`src/rtl/sd_sector_buffer.sv`:
```
// Single-sector read bridge between the CPU bus and sd_controller: latches the sector
// address, runs the rd handshake, captures one sector into block RAM and serves it byte-wise.
module sd_sector_buffer #(
    parameter int          SECTOR_BYTES   = 512,
    parameter logic [4:0]  IDLE_STATUS    = 5'd6,
    parameter logic [23:0] TIMEOUT_CYCLES = 24'd5000000,
    localparam int         IDX_W          = $clog2(SECTOR_BYTES)
) (
    input  logic             clk,
    input  logic             reset_n,
    input  logic             addr_we,
    input  logic [31:0]      addr_wdata,
    input  logic             rd_req,
    input  logic [IDX_W-1:0] rd_index,
    output logic [7:0]       rd_data,
    output logic             avail,
    output logic             busy,
    output logic             err,
    input  logic             sd_ready,
    input  logic [4:0]       sd_status,
    input  logic             sd_byte_available,
    input  logic [7:0]       sd_dout,
    output logic             sd_rd,
    output logic [31:0]      sd_address
);

    typedef enum logic [2:0] {S_IDLE, S_WAIT_RDY, S_ISSUE, S_CAPTURE, S_DRAIN} state_t;

    localparam logic [IDX_W:0] LAST_IDX = (IDX_W + 1)'(SECTOR_BYTES - 1);
    localparam logic [23:0]    TMO_LAST = TIMEOUT_CYCLES - 24'd1;

    state_t         r_state;
    state_t         w_next;
    logic [IDX_W:0] r_idx;
    logic [23:0]    r_tmo;
    logic           r_bav_q;
    logic           r_sd_rd;
    logic           r_avail;
    logic           r_err;
    logic [31:0]    r_sd_addr;
    logic [7:0]     r_rd_data;
    logic [7:0]     r_buf [SECTOR_BYTES];

    logic w_byte_edge;
    logic w_tmo_hit;
    logic w_start;
    logic w_issue;
    logic w_issued;
    logic w_cap;
    logic w_done;
    logic w_tmo;

    // A strobe level already high when CAPTURE is entered never produces an edge here.
    assign w_byte_edge = sd_byte_available & ~r_bav_q;
    assign w_tmo_hit   = (r_tmo == TMO_LAST);

    always_ff @(posedge clk or negedge reset_n) begin
        if (!reset_n) begin
            r_state <= S_IDLE;
        end else begin
            r_state <= w_next;
        end
    end

    always_comb begin
        w_next   = r_state;
        w_start  = 1'b0;
        w_issue  = 1'b0;
        w_issued = 1'b0;
        w_cap    = 1'b0;
        w_done   = 1'b0;
        w_tmo    = 1'b0;
        unique case (r_state)
            S_IDLE: begin
                if (rd_req) begin
                    w_next  = S_WAIT_RDY;
                    w_start = 1'b1;
                end
            end
            S_WAIT_RDY: begin
                if (sd_ready) begin
                    w_next  = S_ISSUE;
                    w_issue = 1'b1;
                end else if (w_tmo_hit) begin
                    w_tmo = 1'b1;
                end
            end
            S_ISSUE: begin
                if (sd_status != IDLE_STATUS) begin
                    w_next   = S_CAPTURE;
                    w_issued = 1'b1;
                end else if (w_tmo_hit) begin
                    w_tmo = 1'b1;
                end
            end
            S_CAPTURE: begin
                if (w_byte_edge) begin
                    w_cap = 1'b1;
                    if (r_idx == LAST_IDX) begin
                        w_next = S_DRAIN;
                    end
                end else if (w_tmo_hit) begin
                    w_tmo = 1'b1;
                end
            end
            S_DRAIN: begin
                if (sd_ready) begin
                    w_next = S_IDLE;
                    w_done = 1'b1;
                end else if (w_tmo_hit) begin
                    w_tmo = 1'b1;
                end
            end
            default: w_next = S_IDLE;
        endcase
        if (w_tmo) begin
            w_next = S_IDLE;
        end
    end

    always_ff @(posedge clk or negedge reset_n) begin
        if (!reset_n) begin
            r_bav_q   <= 1'b0;
            r_sd_addr <= '0;
            r_sd_rd   <= 1'b0;
            r_avail   <= 1'b0;
            r_err     <= 1'b0;
            r_idx     <= '0;
            r_tmo     <= '0;
        end else begin
            r_bav_q <= sd_byte_available;
            if (r_state == S_IDLE && addr_we) begin
                r_sd_addr <= addr_wdata;
            end
            if (w_start) begin
                r_avail <= 1'b0;
                r_err   <= 1'b0;
                r_idx   <= '0;
            end
            if (w_issue) begin
                r_sd_rd <= 1'b1;
            end
            if (w_issued || w_tmo) begin
                r_sd_rd <= 1'b0;
            end
            if (w_cap) begin
                r_idx <= r_idx + 1'b1;
            end
            if (w_done) begin
                r_avail <= 1'b1;
            end
            if (w_tmo) begin
                r_err <= 1'b1;
            end
            // Any sign of progress restarts the watchdog.
            if (w_start || w_cap || w_tmo) begin
                r_tmo <= '0;
            end else if (r_state != S_IDLE) begin
                r_tmo <= r_tmo + 24'd1;
            end
        end
    end

    // Buffer storage is never reset so it maps onto block RAM.
    always_ff @(posedge clk) begin
        if (w_cap) begin
            r_buf[r_idx[IDX_W-1:0]] <= sd_dout;
        end
    end

    always_ff @(posedge clk or negedge reset_n) begin
        if (!reset_n) begin
            r_rd_data <= '0;
        end else begin
            r_rd_data <= r_buf[rd_index];
        end
    end

    assign rd_data    = r_rd_data;
    assign avail      = r_avail;
    assign busy       = (r_state != S_IDLE);
    assign err        = r_err;
    assign sd_rd      = r_sd_rd;
    assign sd_address = r_sd_addr;

endmodule
```
`config.mk`:
```
export PLATFORM = sky130hd
export DESIGN_NAME = sd_sector_buffer
export DESIGN_NICKNAME = d
export VERILOG_FILES = /design/src/rtl/sd_sector_buffer.sv
export SDC_FILE = /design/constraint.sdc
export NUM_CORES = 2
export LEC_CHECK = 0
export ABC_CLOCK_PERIOD_IN_PS = 3430
export BUFFER_PORTS_ARGS = -buffer_cell sky130_fd_sc_hd__clkbuf_2
export CAP_MARGIN = 5
export CORE_ASPECT_RATIO = 0.5
export CORE_UTILIZATION = 50
export CTS_BUF_LIST = sky130_fd_sc_hd__clkbuf_8
export DETAILED_ROUTE_END_ITERATION = 7
export PLACE_DENSITY = 0.75
export SKIP_CTS_REPAIR_TIMING = 1
export SLEW_MARGIN = 0
export SYNTH_ARGS = -nofsm -noshare
export SYNTH_HDL_FRONTEND = slang
export SYNTH_SLANG_ARGS = --single-unit
```
`constraint.sdc`:
```
create_clock -name clk -period 3.43 [get_ports clk]
set_input_delay 0.686 -clock clk [delete_from_list [all_inputs] [get_ports clk]]
set_output_delay 0.686 -clock clk [all_outputs]
set_load 0.02 [all_outputs]
```
==> impl_results.md <==
- Main synth FF type: edfxtp_1
- Core area: between 0.3 and 0.4 sq mm
- Commonest non-fill, non-tap cell in the layout: edfxtp_1
- Total die area: 0.330 sq mm
- Syn Nets: between 8000 and 9000
- Worst skew pair latency: 1100 ps
- Total Wirelength: about 420 mm
- Post-synth cell types: 71
- Cell area after synthesis: 0.164 sq mm
- Worst Hold Depth: 1
- P_leak: 62.9 nW
- Design Area, Final: 0.188 sq mm
- CP max stage delay: 660 ps
- Area grow syn2layout: 14.8%
- Clk_skew: a little over 80 ps
- Die width: ~810 um
- Final setup violation count: 0
- Slew @ Worst Pin: 1160 ps
- CTS tree: yes
- Crit-path slowest cell: nor3_1
- Row count: 148
- Slew headroom: 0.227
- Top cells by area, synth: edfxtp_1 75%, mux4_2 8.8%, mux2i_1 4.8%
- Clk pin slew, worst setup/hold paths: 70 ps
- Clock network fraction of total power: 0.359
- Final Cycle Share: 0.905
- Critical Path AT: 4130 ps
- DP Wirelength: 266 mm
- Post-Synthesis Cells: approximately 8300
- # H-tree levels: 6
- WP data required: 4460 ps
- Async SR Flop Fraction: 0.0194
- GR Util All Layers: 0.249
- Hold Worst Slack: 58.3 ps
- Switching part of the total power: 0.232
- Global-route wire length before repair: 601 mm
- WL met3: about 50 mm
- Reg power frac: 0.572
- Final Hold Vio Count: 0
- Outcome: finished with violations
- Cell Area, Placed: 0.177 sq mm
- FMAX: 0.322 GHz
- Top sig layer: met5
- Nature of the critical path endpoint: register
- DR WL met2: 196 mm
- Placer Congestion: 0.942
- Via density: 6.28
- Final core utilization: 0.577
- DR vias: a little over 90000
- Power Density: 526 mW/mm^2
- Post-synth EDFFs: 4096
- Initial antenna violation count: 18
- Starting density of the core: 0.503
- Setup CP Type: primary input to register
- Drt pass-1 iters: 8
- Port Buf Inserts: 103
- Largest net degree at the start of global routing: approximately 130
- Area leader, netlist: edfxtp_1
- Final antenna-violating net count: 0
- TritonCTS Buffers: ~580
- Remaining global-route overflow: 0
- Warnings, synthesis: 0
- CTS root buf: clkbuf_8
- Layout cells sized above 1: 0.265
- DRT iter0 DRCs: between 10000 and 15000
- Sw power: roughly 0.023 W
- Yosys top cell area share: 0.751
- Mean Syn Cell Area: roughly 20 sq um
- VDD IR max: 0.000470 V
- Max FO, Critical Path: 11
- Final min period: 3100 ps
- Synthesized flop and latch total: 4177
- Worst Reg-to-Reg Cells: 9
- CP startpoint kind: primary input
- Nets: between 9000 and 10000
- Critical path startpoint: rd_index[0]
- Clock tree sinks: 4177
- Per-cell routed wire length: 29.1 um
- Max Root-Sink Buffers: 4
- RSZ-0062 raised after global routing: no
- Area of the multi-input gates: 0.0355 sq mm
- Most frequent cell on the critical path: buf_4
- Worst hold start: sd_dout[3]
- Gate power share: 0.069
- Max_cap viols: 0
- Die Y: roughly 410 um
- Filler cells: between 20000 and 25000
- Hold Crit Class: primary input to register
- Crit path cell chain: buf_12, buf_12, buf_4, mux2i_1, o221ai_1, a21oi_1, nor4_2, buf_4, nand4_1, buf_4, nor3_1, and4_1
- WL met1: 159 mm
- Vias in the first global route: 88514
- FF/Latch Area: 0.125 sq mm
- Failing checks: DRC
- # IOs: 104
- RR Startpoint: r_buf[281][2]
- Pint: 0.0759 W
- Sequential area share after synthesis: 0.764
- # DRC: 2
- Pins Over Slew Limit: 0
- Commonest non-fill, non-tap cells in the layout: 4096 x edfxtp_1, 1003 x buf_4, 783 x mux2i_1, 643 x mux4_2, 638 x nor2_1
-- routing by layer --
layer  vias to the layer above  GRT usage
met5                         -    0.00190
met4                        12     0.0901
met3                       943     0.0629
met2                      6165      0.386
met1                     46414      0.345
li1                      37199          -
-- sequential cells by signal, summed over array words and instances (netlist names) --
register,flops
r_buf,4096
avail,1
sd_rd,1
r_idx,10
err,1
r_tmo,24
sd_address,32
r_bav_q,1
r_state,3
rd_data,8
-- synthesized netlist by cell type, types with 9 or more instances --
master    number
nor2b_1       16
a222oi_1      15
a21oi_1      183
inv_1          9
buf_4         54
and4_1         9
mux2i_1      783
mux4_1        14
a21boi_0      12
nor3_1       115
and3_1        13
edfxtp_1    4096
nand4_1       48
clkbuf_1     247
nor2_1       639
o221ai_1     366
o21ai_0      129
xor2_1        16
a22oi_1       33
o22ai_1      175
buf_12        13
a211oi_1      15
mux2_2        33
and2_1        16
buf_8         21
nand2_1      150
mux4_2       643
dfrtp_1       81
buf_6         74
nand3_1       84
buf_2         89
buf_1         35
-- logic make-up (layout without fill, tap and decap cells) --
group,count (synthesis),after routing,synth area share
flip-flops,4177,4177,0.764
multiplexers,1473,1473,0.141
AND/OR/NAND/NOR,1135,1135,0.0305
AO/OA/AOI/OAI,985,985,0.0426
buffers and inverters,544,2296,0.0206
XOR/XNOR,24,24,0.00128
adder cells (fa/ha/maj),5,5,0.000382
other,0,12,0
-- power groups by stage --
stage,Clock (W),Combinational (W),Sequential (W)
4_1_cts,0.0357,0.00672,0.0565
5_1_grt,0.0379,0.00710,0.0565
3_3_place_gp,0,0.00656,0.0576
3_5_place_dp,0,0.00671,0.0576
2_1_floorplan,0,0.00327,0.0578
6_report,0.0354,0.00683,0.0565
-- final cells by class --
| type | instances | area share |
|---|---|---|
| Antenna cell | 12 | 0.000160 |
| Clock buffer | 605 | 0.0443 |
| Clock inverter | 384 | 0.0103 |
| Inverter | 10 | 0.000240 |
| Multi-Input combinational cell | 3622 | 0.189 |
| Sequential cell | 4177 | 0.665 |
| Tap cell | 4350 | 0.0290 |
| Timing Repair Buffer | 1297 | 0.0619 |
-- final timing paths --
kind / end / slack (ps)
min in group asynchronous: r_tmo[6] / 200
max in group asynchronous: r_tmo[1] / 2630
max reg2reg: rd_data[2] / 400
min: r_buf[43][3] / 60
min reg2reg: err / 480
max: rd_data[2] / 330
-- stage by stage --
stage | setup slack (ps) | TNS [ps] | total power (W) | instances
after floorplan | 785 | 0 | 0.0611 | 8343
after global placement | -603 | -3020 | 0.0642 | 13419
after detailed placement | -599 | -3320 | 0.0643 | 13419
after CTS | 352 | 0 | 0.0990 | 14408
after global routing | 301 | 0 | 0.101 | 14446
final | 327 | 0 | 0.0988 | 14457
-- critical path: cells and delay by family --
kind                   cells  cell delay, ps
AO/OA/AOI/OAI              2             610
buffers and inverters      5            1040
multiplexers               1             110
AND/OR/NAND/NOR            4            1600
Note: power is estimated with default switching activity, not from simulation.
